==> src/rtl/fetch_pkg.sv <==
// Shared types and constants for the instruction fetch stage.
package fetch_pkg;

  localparam int ADDR_W = 32;
  localparam int INST_W = 32;

  // PC loaded on reset and the last full word the 1 KiB ROM can return.
  localparam logic [ADDR_W-1:0] RESET_PC = 32'h0000_0000;
  localparam logic [ADDR_W-1:0] MAX_ADDR = 32'd1020;

  // Default instruction buffer depth (power of two, at least 2).
  localparam int FETCH_DEPTH = 2;

  // One buffered instruction together with the byte address it came from.
  typedef struct packed {
    logic [ADDR_W-1:0] pc;
    logic [INST_W-1:0] inst;
  } fetch_entry_t;

  typedef enum logic [0:0] {
    RUN   = 1'b0,
    FAULT = 1'b1
  } fetch_state_t;

  // Force an address onto a 4-byte boundary.
  function automatic logic [ADDR_W-1:0] word_align(input logic [ADDR_W-1:0] addr);
    return {addr[ADDR_W-1:2], 2'b00};
  endfunction

endpackage

==> src/rtl/fetch_buffer.sv <==
// In-order instruction FIFO between the ROM response and decode.
// Flush wins over push and pop; the head entry is read straight from storage.
module fetch_buffer
  import fetch_pkg::*;
#(
  parameter int DEPTH = FETCH_DEPTH
) (
  input  logic                     clk,
  input  logic                     rst,
  input  logic                     flush,
  input  logic                     push,
  input  fetch_entry_t             push_data,
  input  logic                     pop,
  output logic [$clog2(DEPTH):0]   count,
  output fetch_entry_t             head,
  output logic                     empty
);

  localparam int PTR_W = $clog2(DEPTH);
  localparam int CNT_W = PTR_W + 1;

  fetch_entry_t     mem_r [DEPTH];
  logic [PTR_W-1:0] rd_ptr_r;
  logic [PTR_W-1:0] wr_ptr_r;
  logic [CNT_W-1:0] count_r;
  logic             full_s;
  logic             empty_s;
  logic             do_push_s;
  logic             do_pop_s;

  assign full_s  = (count_r == CNT_W'(DEPTH));
  assign empty_s = (count_r == {CNT_W{1'b0}});

  // Qualify push/pop: nothing moves on flush, pop needs data, push needs room
  // (a pop in the same cycle frees the slot being written).
  always_comb begin
    do_pop_s  = 1'b0;
    do_push_s = 1'b0;
    if (flush) begin
      do_pop_s  = 1'b0;
      do_push_s = 1'b0;
    end else begin
      do_pop_s  = pop & ~empty_s;
      do_push_s = push & (~full_s | do_pop_s);
    end
  end

  // Storage, pointers and occupancy; flush empties the queue in one cycle.
  always_ff @(posedge clk) begin
    if (rst) begin
      rd_ptr_r <= {PTR_W{1'b0}};
      wr_ptr_r <= {PTR_W{1'b0}};
      count_r  <= {CNT_W{1'b0}};
      for (int i = 0; i < DEPTH; i++) begin
        mem_r[i] <= '0;
      end
    end else if (flush) begin
      rd_ptr_r <= {PTR_W{1'b0}};
      wr_ptr_r <= {PTR_W{1'b0}};
      count_r  <= {CNT_W{1'b0}};
    end else begin
      if (do_push_s) begin
        mem_r[wr_ptr_r] <= push_data;
        wr_ptr_r        <= wr_ptr_r + PTR_W'(1);
      end
      if (do_pop_s) begin
        rd_ptr_r <= rd_ptr_r + PTR_W'(1);
      end
      case ({do_push_s, do_pop_s})
        2'b10:   count_r <= count_r + CNT_W'(1);
        2'b01:   count_r <= count_r - CNT_W'(1);
        default: count_r <= count_r;
      endcase
    end
  end

  assign count = count_r;
  assign head  = mem_r[rd_ptr_r];
  assign empty = empty_s;

endmodule

==> src/rtl/fetch_unit.sv <==
// Instruction fetch stage: owns the PC, issues word reads to the ROM, absorbs
// its one-cycle latency through a small buffer, and hands words to decode.
module fetch_unit
  import fetch_pkg::*;
#(
  parameter int DEPTH = FETCH_DEPTH
) (
  input  logic              clk,
  input  logic              rst,
  output logic [ADDR_W-1:0] rom_addr,
  output logic              rom_en,
  input  logic [INST_W-1:0] rom_data,
  output logic              inst_valid,
  input  logic              inst_ready,
  output logic [INST_W-1:0] inst,
  output logic [ADDR_W-1:0] inst_pc,
  input  logic              redirect_valid,
  input  logic [ADDR_W-1:0] redirect_pc,
  output logic              fault
);

  localparam int CNT_W = $clog2(DEPTH) + 1;
  localparam int OCC_W = CNT_W + 1;

  fetch_state_t      state_r;
  logic [ADDR_W-1:0] pc_r;
  logic [ADDR_W-1:0] inflight_pc_r;
  logic              inflight_r;
  logic              fault_r;

  logic [CNT_W-1:0]  buf_count_s;
  logic              buf_empty_s;
  fetch_entry_t      head_s;
  fetch_entry_t      push_data_s;
  logic              pop_s;
  logic              push_s;
  logic [OCC_W-1:0]  occ_s;
  logic [OCC_W-1:0]  limit_s;
  logic              room_s;
  logic              issue_s;
  logic              redirect_lsb_unused_s;

  // The low two redirect bits are dropped by word alignment.
  assign redirect_lsb_unused_s = ^redirect_pc[1:0];

  // Handshake decode and this cycle's issue decision. Buffered plus in-flight
  // words, less the one leaving now, must stay below DEPTH, so the buffer
  // can never overflow when the response lands.
  always_comb begin
    pop_s            = inst_valid & inst_ready;
    push_s           = inflight_r & ~redirect_valid;
    push_data_s.pc   = inflight_pc_r;
    push_data_s.inst = rom_data;
    occ_s            = OCC_W'(buf_count_s) + OCC_W'(inflight_r);
    limit_s          = OCC_W'(DEPTH) + OCC_W'(pop_s);
    room_s           = (occ_s < limit_s);
    if (!rst && !redirect_valid && (state_r == RUN) && room_s && (pc_r <= MAX_ADDR)) begin
      issue_s = 1'b1;
    end else begin
      issue_s = 1'b0;
    end
  end

  // PC, in-flight tracking and the RUN/FAULT state machine; redirect beats
  // everything and also clears a sticky fault.
  always_ff @(posedge clk) begin
    if (rst) begin
      state_r       <= RUN;
      fault_r       <= 1'b0;
      pc_r          <= RESET_PC;
      inflight_r    <= 1'b0;
      inflight_pc_r <= {ADDR_W{1'b0}};
    end else if (redirect_valid) begin
      state_r    <= RUN;
      fault_r    <= 1'b0;
      pc_r       <= word_align(redirect_pc);
      inflight_r <= 1'b0;
    end else begin
      inflight_r <= issue_s;
      if (issue_s) begin
        pc_r          <= pc_r + 32'd4;
        inflight_pc_r <= pc_r;
      end
      case (state_r)
        RUN: begin
          // Only an actual issue opportunity past the ROM end raises the fault.
          if (room_s && (pc_r > MAX_ADDR)) begin
            state_r <= FAULT;
            fault_r <= 1'b1;
          end
        end
        FAULT: begin
          state_r <= FAULT;
          fault_r <= 1'b1;
        end
        default: begin
          state_r <= FAULT;
          fault_r <= 1'b1;
        end
      endcase
    end
  end

  fetch_buffer #(
    .DEPTH (DEPTH)
  ) u_buf (
    .clk       (clk),
    .rst       (rst),
    .flush     (redirect_valid),
    .push      (push_s),
    .push_data (push_data_s),
    .pop       (pop_s),
    .count     (buf_count_s),
    .head      (head_s),
    .empty     (buf_empty_s)
  );

  assign rom_en     = issue_s;
  assign rom_addr   = pc_r;
  assign inst_valid = ~buf_empty_s;
  assign inst       = head_s.inst;
  assign inst_pc    = head_s.pc;
  assign fault      = fault_r;

endmodule
==> config.mk <==
export PLATFORM = sky130hd
export DESIGN_NAME = fetch_unit
export DESIGN_NICKNAME = d
export VERILOG_FILES = /design/src/rtl/fetch_pkg.sv /design/src/rtl/fetch_buffer.sv /design/src/rtl/fetch_unit.sv
export SDC_FILE = /design/constraint.sdc
export NUM_CORES = 1
export LEC_CHECK = 0
export BUFFER_PORTS_ARGS = -buffer_cell sky130_fd_sc_hd__buf_2
export CAP_MARGIN = 20
export CORE_ASPECT_RATIO = 1.1
export CORE_MARGIN = 1.5
export CORE_UTILIZATION = 30
export DETAILED_ROUTE_END_ITERATION = 8
export PLACE_DENSITY = 0.52
export SLEW_MARGIN = 20
export SYNTH_ARGS = -nofsm -noshare
export SYNTH_HDL_FRONTEND = slang
export SYNTH_HIERARCHICAL = 1
export SYNTH_SLANG_ARGS = --single-unit
==> constraint.sdc <==
create_clock -name clk -period 4.4 [get_ports clk]
set_input_delay 0.88 -clock clk [delete_from_list [all_inputs] [get_ports clk]]
set_output_delay 0.88 -clock clk [all_outputs]
set_load 0.02 [all_outputs]
==> results.sh <==
export IMPL_path_buf_inv=2
export IMPL_synth_top_family_by_area="simple AND/OR/NAND/NOR gates"
export IMPL_final_common_cell="nor2_1"
export IMPL_endpoint_kind="primary output"
export IMPL_critPathMaxFanout=24
export IMPL_synthToLayoutAreaGrowth_pct=19.1
export IMPL_regArea_mm2=0.00521
export IMPL_reg2reg_from="u_buf/count[0]$_SDFFE_PP0P_"
export IMPL_cellLeakagePower_nw=3.79
export IMPL_routed_wirelength_um=18000
export IMPL_cts_tree="yes"
export IMPL_hold_class="register to register"
export IMPL_synthCells=697
export IMPL_cts_hold_buffers=0
export IMPL_cts_clk_slew_worst_paths_ps=80
export IMPL_die_w_um=163
export IMPL_max_freq_mhz=296
export IMPL_ir_worst_vdd_mv=0.194
export IMPL_grt_pass1_wl_um=28500
export IMPL_fp_row_count=64
export IMPL_cts_buffers=17
export IMPL_yosys_area_top_type_share_pct=45.7
export IMPL_ctsRootBufferMaster="clkbuf_16"
export IMPL_cts_buffer_depth=2
export IMPL_die_h_um=179
export IMPL_seq_area_frac_synth_pct=61.9
export IMPL_worstHoldStart="inflight_pc_r[17]$_SDFFE_PP0P_"
export IMPL_slew_violations=0
export IMPL_hold_path_depth=1
export IMPL_layout_common_cells="nor2_1, buf_2, edfxtp_1, dfxtp_1"
export IMPL_yosys_register_bits=196
export IMPL_cp_slowest_cell="or4_1"
export IMPL_grt_setup_unrepaired="no"
export IMPL_fin_worst_skew_ps=14.7
export IMPL_synth_distinct_cells=46
export IMPL_power_density_mw_per_mm2=386
export IMPL_status="finished clean"
export IMPL_drcViolationCount=0
export IMPL_cts_resized=0
export IMPL_report_final_setup_viol=0
export IMPL_htreeDepth=4
export IMPL_syn_avg_cell_area_um2=12.1
export IMPL_syn_area_mm2=0.00841
export IMPL_drt_iter0_drc=225
export IMPL_fin_crit_sh_pct=76.7
export IMPL_synth_compound_area_share_pct=3.56
export IMPL_synth_simple_area_share_pct=18.0
export IMPL_slowest_delay_ps=420
export IMPL_ant_nets=0
export IMPL_tightest_slew_ps=1010
export IMPL_grt_pass1_vias=5511
export IMPL_coreArea_mm2=0.0277
export IMPL_placed_cell_area_mm2=0.00944
export IMPL_cpMostUsedCell="ha_1"
export IMPL_synth_adder_area_share_pct=0.595
export IMPL_layout_drive_gt1_share_pct=32.2
export IMPL_fin_area_mm2=0.0100
export IMPL_path_depth=7
export IMPL_multi_input_area_mm2=0.00287
export IMPL_holdPathEnd="inflight_pc_r[17]$_SDFFE_PP0P_"
export IMPL_crit_arrival_ps=2490
export IMPL_pre_cts_ws_ps=1230
export IMPL_antenna_found_initial=0
export IMPL_cap_viol_max_count=0
export IMPL_start_kind="register"
export IMPL_fp_dieArea_mm2=0.0290
export IMPL_avgViaCountPerCell=4.55
export IMPL_crit_type="register to primary output"
export IMPL_synth_top_cell_by_area="edfxtp_1"
export IMPL_slew_headroom_pct=32.8
export IMPL_synth_xor_area_share_pct=0.312
export IMPL_grt_use_total_pct=12.8
export IMPL_reg2regPathDepth=7
export IMPL_muxShareOfSynthArea_pct=11.2
export IMPL_place_congestion=0.672
export IMPL_fin_ws_ps=1030
export IMPL_final_nets=912
export IMPL_fillers=2815
export IMPL_ys_warn_count=6
export IMPL_cp_startpoint="u_buf/count[0]$_SDFFE_PP0P_"
export IMPL_diodes=0
export IMPL_path_delay_family="simple AND/OR/NAND/NOR gates"
export IMPL_grt_start_max_net_pins=65
export IMPL_port_buffer_count=162
export IMPL_r2r_setup_slack_ps=1950
export IMPL_synth_edf_count=128
export IMPL_synth_flop_cell="edfxtp_1"
export IMPL_crit_chain="ha_1 > ha_1 > or4_1 > a211o_1 > buf_4 > nor4_1 > buf_2"
export IMPL_routedWlPerCell_um=14.8
export IMPL_post_cts_buffers=0
export IMPL_drt_first_pass_iters=6
export IMPL_dp_hpwl_um=10300
export IMPL_gr_total_overflow=0
export IMPL_ys_async_sr_fraction_pct=0
export IMPL_io_pins=167
export IMPL_finalHoldViolCount=0
export IMPL_reg2reg_to="rom_addr[8]$_SDFFE_PP0P_"
export IMPL_period_needed_ps=3370
export IMPL_via_count=5528
export IMPL_fin_setup_tns_ps=0
export IMPL_start_util_pct=30.4
export IMPL_clock_sinks=196
export IMPL_clk_latency_ps=430
export IMPL_synthTopCellsByArea="edfxtp_1, dfxtp_1, mux2_2"
export IMPL_crit_required_ps=3520
[report_power, final]
group          switching (mW)  leakage, nW  total, mW  internal, mW
Combinational           0.186         1.66      0.295         0.109
Clock                   0.730        0.274       1.53         0.798
Sequential             0.0282         1.85       2.04          2.02
Total                   0.944         3.79       3.87          2.92
[layer usage]
metal  track usage [%]  share of wire, %
met1              15.8                45
met5                 0                 0
met2              21.6                48
met3              3.51               5.2
met4              4.47               1.3
[flip-flops by register name (all words and copies together), names as in the netlist, named ones only]
| signal | count |
|---|---|
| state_r | 1 |
| u_buf/count | 2 |
| fault | 1 |
| inflight_r | 1 |
| u_buf/mem_r | 128 |
| rom_addr | 30 |
| inflight_pc_r | 30 |
| u_buf/rd_ptr_r | 1 |
| u_buf/wr_ptr_r | 1 |
[stage by stage]
stage	utilization, %	instances	hold WS [ps]	power (mW)
after global placement	34.1	1184	443	2.38
after detailed placement	34.1	1184	445	2.39
after global routing	36.1	1216	470	4.02
final	36.1	1216	458	3.87
after CTS	36.1	1216	464	3.92
after floorplan	-	700	431	2.28
[worst max-delay path by stage]
stage | slack (ps) | endpoint
3_5_place_dp | 1230 | rom_en
6_report | 1030 | rom_en
4_1_cts | 980 | rom_en
5_1_grt | 850 | rom_en
2_1_floorplan | 630 | u_buf/mem_r[1][0]$_SDFFCE_PN0P_
3_3_place_gp | 1270 | rom_en
[kinds of logic after synthesis]
kind of cell    Yosys count
compound gates           41
xor+xnor                  3
fa+ha+maj                 4
buf+inv                  56
flops                   196
mux                      86
other cells               1
simple gates            310
[layout make-up]
cell class | count | share of cell area, %
clock buffer | 17 | 4.25
clock inverter | 15 | 1.51
inverter | 6 | 0.225
multi-input combinational | 448 | 28.7
sequential | 196 | 52.0
tap | 363 | 4.53
timing repair buffer | 171 | 8.79
[synth_stat cells (all sizes together), types with 2 or more instances]
master   count
nor2       164
nand2b      66
mux2i       22
and4         2
dfxtp       68
and2        23
o21ai        4
nand4       11
nor4        11
o31a         2
a21oi       10
buf         26
or3b         2
nor2b        4
mux2        64
a311oi       4
clkbuf      24
a2111oi      4
or4          2
inv          6
nor3         4
ha           4
nand3        4
a211oi       3
nand2        9
xor2         2
or3          7
edfxtp     128
o31ai        8
Note: power is estimated with default switching activity, not from simulation.
